===== src/rtl/aha_pctrl_regbank_gen.sv =====
// Platform-controller register bank: AHB-Lite slave driving per-channel clock select,
// clock gate and reset req/ack handshakes with timeout tracking.
//  state    | meaning
//  ST_IDLE  | no handshake, RESET_REQ_o low
//  ST_REQ   | RESET_REQ_o high, waiting for ack or timeout
//  ST_REL   | request released, waiting for ack to drop
module aha_pctrl_regbank_gen #(
    parameter int NUM_CH    = 11,
    parameter int SEL_W     = 3,
    parameter int TIMEOUT_W = 8,
    parameter int ADDR_W    = 12
) (
    input  logic                      HCLK,
    input  logic                      HRESET,
    input  logic                      HSEL,
    input  logic [ADDR_W-1:0]         HADDR,
    input  logic [1:0]                HTRANS,
    input  logic                      HWRITE,
    input  logic [2:0]                HSIZE,
    input  logic [31:0]               HWDATA,
    input  logic                      HREADYMUX,
    output logic [31:0]               HRDATA,
    output logic                      HREADYOUT,
    output logic [1:0]                HRESP,
    output logic [NUM_CH*SEL_W-1:0]   CLK_SEL_o,
    output logic [NUM_CH-1:0]         CLK_GATE_EN_o,
    output logic [NUM_CH-1:0]         RESET_REQ_o,
    input  logic [NUM_CH-1:0]         RESET_ACK_i,
    output logic                      IRQ_o
);

    localparam logic [1:0] ST_IDLE = 2'd0;
    localparam logic [1:0] ST_REQ  = 2'd1;
    localparam logic [1:0] ST_REL  = 2'd2;

    localparam logic [ADDR_W-1:0] A_ID    = ADDR_W'(0);
    localparam logic [ADDR_W-1:0] A_GATE  = ADDR_W'(4);
    localparam logic [ADDR_W-1:0] A_CMD   = ADDR_W'(8);
    localparam logic [ADDR_W-1:0] A_STS   = ADDR_W'(12);
    localparam logic [ADDR_W-1:0] A_LIMIT = ADDR_W'(16);
    localparam logic [ADDR_W-1:0] A_IRQEN = ADDR_W'(20);
    localparam logic [ADDR_W-1:0] A_SEL0  = ADDR_W'(256);

    logic                    dp_valid, dp_write, err1, err2, irq;
    logic [ADDR_W-1:0]       dp_addr;
    logic [NUM_CH-1:0]       gate_en, irq_en, to_sts, to_set, busy;
    logic [TIMEOUT_W-1:0]    to_limit;
    logic [NUM_CH*SEL_W-1:0] clk_sel;
    logic [1:0]              ch_state [NUM_CH];
    logic [TIMEOUT_W-1:0]    ch_cnt   [NUM_CH];
    logic [ADDR_W-1:0]       sel_idx;
    logic                    addr_hit, addr_ok, wr, sel_hit;
    logic [31:0]             rdata;

    function automatic logic addr_mapped(input logic [ADDR_W-1:0] a);
        logic [ADDR_W-1:0] rel;
        rel = a - A_SEL0;
        return (a <= A_IRQEN) || ((a >= A_SEL0) && (rel < ADDR_W'(4 * NUM_CH)));
    endfunction

    assign addr_hit = HSEL & HTRANS[1] & HREADYMUX;
    assign addr_ok  = addr_mapped(HADDR) && (HSIZE == 3'b010) && (HADDR[1:0] == 2'b00);

    // Errored transfers never open a data phase, so they cannot write or return data.
    always_ff @(posedge HCLK) begin
        if (HRESET) begin
            dp_valid <= 1'b0;
            dp_write <= 1'b0;
            dp_addr  <= '0;
            err1     <= 1'b0;
            err2     <= 1'b0;
        end else begin
            dp_valid <= addr_hit & addr_ok;
            dp_write <= HWRITE;
            dp_addr  <= HADDR;
            err1     <= addr_hit & ~addr_ok;
            err2     <= err1;
        end
    end

    assign HREADYOUT = ~err1;
    assign HRESP     = {1'b0, err1 | err2};

    assign wr      = dp_valid & dp_write;
    assign sel_hit = dp_addr >= A_SEL0;
    assign sel_idx = (dp_addr - A_SEL0) >> 2;

    always_comb begin
        to_set = '0;
        busy   = '0;
        for (int i = 0; i < NUM_CH; i++) begin
            busy[i]   = ch_state[i] != ST_IDLE;
            to_set[i] = (ch_state[i] == ST_REQ) && !RESET_ACK_i[i] && (ch_cnt[i] == to_limit);
        end
    end

    always_ff @(posedge HCLK) begin
        if (HRESET) begin
            gate_en  <= '1;
            irq_en   <= '0;
            to_limit <= '1;
            clk_sel  <= '0;
            to_sts   <= '0;
            irq      <= 1'b0;
        end else begin
            if (wr && dp_addr == A_GATE)  gate_en  <= HWDATA[NUM_CH-1:0];
            if (wr && dp_addr == A_IRQEN) irq_en   <= HWDATA[NUM_CH-1:0];
            if (wr && dp_addr == A_LIMIT) to_limit <= HWDATA[TIMEOUT_W-1:0];
            for (int i = 0; i < NUM_CH; i++)
                if (wr && sel_hit && sel_idx == ADDR_W'(i))
                    clk_sel[i*SEL_W +: SEL_W] <= HWDATA[SEL_W-1:0];
            // A timeout landing on the same cycle as a W1C survives the clear.
            to_sts <= (to_sts & ~((wr && dp_addr == A_STS) ? HWDATA[NUM_CH-1:0] : '0)) | to_set;
            irq    <= |(to_sts & irq_en);
        end
    end

    always_ff @(posedge HCLK) begin
        for (int i = 0; i < NUM_CH; i++) begin
            if (HRESET) begin
                ch_state[i] <= ST_IDLE;
                ch_cnt[i]   <= '0;
            end else begin
                case (ch_state[i])
                    ST_IDLE: if (wr && dp_addr == A_CMD && HWDATA[i]) begin
                        ch_state[i] <= ST_REQ;
                        ch_cnt[i]   <= '0;
                    end
                    ST_REQ: begin
                        if (RESET_ACK_i[i])       ch_state[i] <= ST_REL;
                        else if (to_set[i])       ch_state[i] <= ST_IDLE;
                        if (ch_cnt[i] != '1)      ch_cnt[i]   <= ch_cnt[i] + 1'b1;
                    end
                    ST_REL:  if (!RESET_ACK_i[i]) ch_state[i] <= ST_IDLE;
                    default: ch_state[i] <= ST_IDLE;
                endcase
            end
        end
    end

    always_comb begin
        rdata = '0;
        if (dp_valid && !dp_write) begin
            if (dp_addr == A_ID)         rdata = {16'hAC01, 8'(SEL_W), 8'(NUM_CH)};
            else if (dp_addr == A_GATE)  rdata[NUM_CH-1:0] = gate_en;
            else if (dp_addr == A_CMD)   rdata[NUM_CH-1:0] = busy;
            else if (dp_addr == A_STS)   rdata[NUM_CH-1:0] = to_sts;
            else if (dp_addr == A_LIMIT) rdata[TIMEOUT_W-1:0] = to_limit;
            else if (dp_addr == A_IRQEN) rdata[NUM_CH-1:0] = irq_en;
            else if (sel_hit) begin
                for (int i = 0; i < NUM_CH; i++)
                    if (sel_idx == ADDR_W'(i)) rdata[SEL_W-1:0] = clk_sel[i*SEL_W +: SEL_W];
            end
        end
    end

    always_comb begin
        RESET_REQ_o = '0;
        for (int i = 0; i < NUM_CH; i++) RESET_REQ_o[i] = ch_state[i] == ST_REQ;
    end

    assign HRDATA        = rdata;
    assign CLK_SEL_o     = clk_sel;
    assign CLK_GATE_EN_o = gate_en;
    assign IRQ_o         = irq;

    logic unused_bits;
    assign unused_bits = &{1'b0, HWDATA, HTRANS[0]};

endmodule

===== config.mk =====
export PLATFORM = sky130hd
export DESIGN_NAME = aha_pctrl_regbank_gen
export DESIGN_NICKNAME = d
export VERILOG_FILES = /design/src/rtl/aha_pctrl_regbank_gen.sv
export SDC_FILE = /design/constraint.sdc
export NUM_CORES = 1
export LEC_CHECK = 0
export ABC_AREA = 1
export BUFFER_PORTS_ARGS = -buffer_cell sky130_fd_sc_hd__clkbuf_2
export CAP_MARGIN = 20
export CORE_MARGIN = 1
export CORE_UTILIZATION = 53
export CTS_CLUSTER_SIZE = 30
export DETAILED_ROUTE_END_ITERATION = 8
export PLACE_DENSITY = 0.77
export SLEW_MARGIN = 20
export SYNTH_ARGS = -nofsm -noshare
export SYNTH_HDL_FRONTEND = slang
export SYNTH_SLANG_ARGS = --single-unit

===== constraint.sdc =====
create_clock -name HCLK -period 2 [get_ports HCLK]
set_input_delay 0.1 -clock HCLK [delete_from_list [all_inputs] [get_ports HCLK]]
set_output_delay 0.1 -clock HCLK [all_outputs]
set_load 0.01 [all_outputs]

### Word-level counts from Yosys, hierarchy flattened

Memory sizes are Yosys's and may differ from the RTL's.
Index checks and enable logic that the tools add are counted.

* register bits: 91
* bits in writable memories: 110
* bits of input ports: 65
* output and inout port bits: 91
* logic and storage cells: 659
* memories: 2

* add/sub/neg operators: 13
* order comparisons: 4
* equality and inequality tests: 60
* muxes and demuxes: 366
* bitwise operators: 89
* reduce and logical (&&, ||, !) cells: 104

Memory list
* ch_cnt: words 11, bits a word 8, rd ports 11, clocked after Yosys merged registers in 0, wr ports 11, RTL line 50 `logic [TIMEOUT_W-1:0] ch_cnt [NUM_CH];`
* ch_state: words 11, bits a word 2, rd ports 11, clocked after Yosys merged registers in 0, wr ports 11, RTL line 49 `logic [1:0] ch_state [NUM_CH];`

Operators by type and width (number)
* $mux 1: 266
* $mux 8: 24
* $mux 2: 55
* $add 8x1->8 const B: 11
* $eq 8x8->1: 11
* $ne 8x8->1 const B: 11
* $or 1x1->1: 78
* $mux 11: 5
* $logic_and 1x1->1: 54
* $mux 3: 14
* $eq 10x3->1 const B: 4
* $reduce_or 3->1: 11
* $mux 32: 1
* $eq 10x4->1 const B: 3
* $eq 12x4->1 const B: 2
* $eq 12x5->1 const B: 2
* $ge 12x9->1 const B: 2
* $logic_not 12->1: 2
* $logic_not 2->1: 12
* $sub 12x9->12 const B: 2
* $and 11x11->11: 2
* $eq 2x1->1 const B: 11
* $eq 2x2->1 const B: 11
* $reduce_bool 2->1: 11
* other kinds (14): 31

### Depth between registers and ports, before layout

* depth in word-level cells: 21
* mapped depth: 15
* depth with buffers taken out: 15

### Worst setup path before layout

OpenSTA, ideal clock, no wires.

* path kind: register -> register
* start point: mem ch_cnt[7][0]
* end point: mem ch_cnt[7][0] (enable)
* data arrival time: 1.889 ns
* data required time: 1.655 ns
* setup slack: -0.235 ns
* cell stages (with the launch flop): 9
* cells stage by stage: edfxtp_1 -> ha_1 -> nand2_1 -> nor2_1 -> inv_1 -> nor3_1 -> inv_1 -> o31ai_1 -> nand3_1

RTL lines (RTL line)
* start, declared: 50

### Final worst setup path

* start point: reg dp_addr[10]
* end point: out HRDATA[2]

* word-level cells in the longest chain between the ends: 21

Ends and longest elaborated chain
* start, declared: RTL line 45 `logic [ADDR_W-1:0] dp_addr;`
* start signal, assigned: RTL line 69 `dp_addr <= '0;`
* start signal, assigned: RTL line 75 `dp_addr <= HADDR;`
* $sub 12x9->12: RTL line 86 `assign sel_idx = (dp_addr - A_SEL0) >> 2;`
* $logic_not 12->1: RTL line 152 `if (sel_idx == ADDR_W'(i)) rdata[SEL_W-1:0] = clk_sel[i*SEL_W +: SEL_W];`
* $mux 3 (11 in a row): RTL line 152
* $mux 3: RTL line 150 `else if (sel_hit) begin`
* $mux 3: RTL line 149 `else if (dp_addr == A_IRQEN) rdata[NUM_CH-1:0] = irq_en;`
* $mux 8: RTL line 148 `else if (dp_addr == A_LIMIT) rdata[TIMEOUT_W-1:0] = to_limit;`
* $mux 11: RTL line 147 `else if (dp_addr == A_STS) rdata[NUM_CH-1:0] = to_sts;`
* $mux 11: RTL line 146 `else if (dp_addr == A_CMD) rdata[NUM_CH-1:0] = busy;`
* $mux 11: RTL line 145 `else if (dp_addr == A_GATE) rdata[NUM_CH-1:0] = gate_en;`
* $mux 11 *: RTL line 144 `if (dp_addr == A_ID) rdata = {16'hAC01, 8'(SEL_W), 8'(NUM_CH)};`
* $mux 32 *: RTL line 143 `if (dp_valid && !dp_write) begin`
* end, declared: RTL line 22 `output logic [31:0] HRDATA,`

Every way passes the cells marked *; elsewhere a longest branch is shown, timed or not.

==> results.yml <==
route:
  routed_wl_um: 38710
  drt_first_pass_iters: 7
  wl_per_cell_um: 19.03
  ant_nets: 0
  via_count: 12093
  via_per_inst: 5.945
  drtIter0Drc: 1463
  drc: 0
setup_path:
  cp.arrival_ns: 2.66
  crit_fanout: 10
  start_kind: "flip-flop"
  critical_path.startpoint: "dp_addr[10]"
  cp.required_ns: 1.90
  reg2reg_depth: 14
  cp-end-kind: "primary output"
  regToRegStartpoint: "dp_addr[8]"
  rrSetupSlack_ns: -0.33
  worst-setup-path-type: "flip-flop to primary output"
  r2r_end: "ch_state[10][0]"
global_routing:
  antenna_found_initial: 0
  grt_usage_pct: 31.81
  grt_pass1_wl_um: 55920
  grt_max_degree: 83
  overflow: 0
  first_global_vias: 11077
sta:
  period_share_pct: 138.0
  fmax_mhz: 362.4
  min_period_ns: 2.759
  setup-violations-final: 145
  setup_ws_ns: -0.7594
  hold_viol: 0
  worst_pin_slew_ns: 0.6969
  skew_ns: 0.01537
  slew_violations: 0
  relSlewSlack_pct: 53.49
  grt_setup_unrepaired: "true"
synth:
  postSynthCellCount: 1474
  yosysUniqueCellTypes: 48
  async_reset_ff_share_pct: 0
  synth-edff-count: 110
  ys_warn_count: 0
  synthFlopType: "edfxtp_1"
  synth-seq-area-share_pct: 44.38
  syn_area_per_cell_um2: 7.835
  ys_ff_latch: 201
  syn_area_um2: 11550
placement:
  place_area_um2: 13130
  port_buffers: 116
  dp_hpwl_um: 24110
  placed_cells: 1923
  gp_congestion: 0.9370
run_status:
  status: "finished with violations"
  violations: "setup timing"
cts:
  cts_buffers: 24
  clockBufferDepth: 3
  cts_tree: "yes"
  root_buffer: "clkbuf_16"
  clock_latency_ns: 0.53
  cts_sinks: 201
  path_clk_slew_ns: 0.06
  htreeDepth: 1
finish:
  postLayoutCellArea_um2: 15350
  fill_cells: 1449
  stdcell_count: 2034
  area_growth_pct: 32.94
  final_nets: 1816
  final_util_pct: 72.35
  drive_gt1_share_pct: 26.68
die:
  die_h_um: 149.6
  die_w_um: 149.6
  start_util_pct: 54.42
  die_area_um2: 22380
  core-area_um2: 21220
  num_io_pins: 156
  rows: 53
job:
  drv_cap: 0
min_path:
  min_path_cells: 3
  hold_path_class: "primary input to flip-flop"
  min_to: "ch_state[9][1]"
  hold_start: "RESET_ACK_i[9]"
power_and_ir_drop:
  power_density_nw_per_um2: 670.6
  p_leak_nw: 6.640
  ir_drop_uv: 706.4
  power_mw: 10.30
==> kinds of logic (layout without fill, tap and decap cells) <==
family                   count (synthesis)  after routing  synth area share (%)
XOR/XNOR                                45             45                 3.413
other                                    1             18               0.03247
adder cells (fa/ha/maj)                 11             11                 1.192
AO/OA/AOI/OAI                          202            202                 10.79
flip-flops                             201            201                 44.38
AND/OR/NAND/NOR                        720            720                 29.76
buffers and inverters                  294            562                 10.43
==> worst max path at each step <==
stage                   end  depth (start not counted)
2_1_floorplan  ch_cnt[8][0]                         11
3_3_place_gp      HRDATA[2]                         16
3_5_place_dp      HRDATA[2]                         15
4_1_cts           HRDATA[0]                         15
5_1_grt           HRDATA[2]                         16
6_report          HRDATA[2]                         16
==> placed cells by master, fill, tap and decap left out, types with 15 or more instances in the layout <==
cell	synthesis	layout
nand2_1	273	252
inv_1	214	207
nor2_1	191	178
clkbuf_2	0	113
edfxtp_1	110	110
buf_4	21	106
dfxtp_1	91	88
a21oi_1	69	66
nand4_1	59	59
nor3_1	48	41
dlygate4sd3_1	0	37
o21ai_0	57	36
nand3_1	59	35
clkbuf_16	0	28
xnor2_1	26	26
a211oi_1	28	24
nor3b_1	23	23
xor2_1	19	19
nand2_2	4	18
inv_2	15	17
conb_1	1	17
buf_6	2	15
==> sequential cells by signal, summed over array words and instances (netlist names), 8 cells and up <==
| signal | flops |
|---|---|
| ch_cnt | 88 |
| CLK_SEL_o | 33 |
| ch_state | 22 |
| dp_addr | 12 |
| CLK_GATE_EN_o | 11 |
| irq_en | 11 |
| to_sts | 11 |
| to_limit | 8 |
==> per-layer routing <==
layer  track usage, %  wire [um]  vias up
met5                0          0        -
met4            16.33       2502        0
met3            5.122       4237      243
met2            51.57      17770      831
met1            40.90      14190     5588
li1                 -          -     5431
==> report_power, final <==
| part | total (mW) | internal (mW) | switching, mW |
|---|---|---|---|
| clock | 4.53 | 2.73 | 1.80 |
| sequential | 4.68 | 4.53 | 0.155 |
| combinational | 1.09 | 0.406 | 0.679 |
| total | 10.3 | 7.66 | 2.64 |
==> what timing repair did <==
action | 4_1_cts | 5_1_grt
buffers inserted | 13 | 14
resized for setup | 122 | 77
endpoints found under the hold margin | 46 | 0
gates cloned | 2 | 0
pin swaps | 26 | 22
setup endpoints to repair | 85 | 222
hold buffers | 37 | 0
==> synth_stat cells (7+ instances only) <==
master	count	area, um^2
o211ai_1	8	60.06
o21ai_0	57	285.3
nand3_1	59	295.3
inv_2	15	56.30
inv_1	214	803.3
dfxtp_1	91	1822
nor2_1	191	716.9
clkbuf_1	35	131.4
ha_1	11	137.6
nand4_1	59	369.1
buf_4	21	157.7
or4_1	7	52.55
nor3b_1	23	172.7
a21oi_1	69	345.3
xor2_1	19	166.4
o211ai_2	11	137.6
a211oi_1	28	210.2
nor3_1	48	240.2
edfxtp_1	110	3303
xnor2_1	26	227.7
nor4_1	14	87.58
or2_2	9	56.30
nand2_1	273	1025
==> final cells by class <==
cell class	instances	area [um^2]	area share, %
Tap cell	275	344.1	2.241
Timing Repair Buffer	284	2126	13.85
Timing Repair inverter	2	27.53	0.1793
Clock buffer	36	790.8	5.151
Inverter	232	895.9	5.835
Multi-Input combinational cell	995	5995	39.05
Clock inverter	8	40.04	0.2608
Antenna cell	1	2.502	0.01630
Sequential cell	201	5131	33.42
==> critical path, stage by stage (launching register included) <==
cell	delay (ns)
dfxtp_1	0.35
inv_1	0.11
o21ai_1	0.12
nand2_2	0.11
nand2_4	0.20
nor2_1	0.11
nand2_1	0.08
nand3_1	0.07
nand2_1	0.09
nand4_1	0.10
nor2_1	0.11
nand4_1	0.11
nand2_1	0.11
nand4_1	0.12
nor2_2	0.14
nor2_2	0.06
clkbuf_2	0.13
==> per-stage QoR <==
stage	hold slack (ns)	setup TNS [ns]	setup slack, ns
2_1_floorplan	0.2070	0	0.01072
3_3_place_gp	0.2949	-0.2094	-0.08303
3_5_place_dp	0.3003	-1.518	-0.1328
4_1_cts	0.007343	-13.91	-0.5590
5_1_grt	0.01993	-43.27	-0.8547
6_report	0.01362	-34.96	-0.7594
Note: power is estimated with default switching activity, not from simulation.
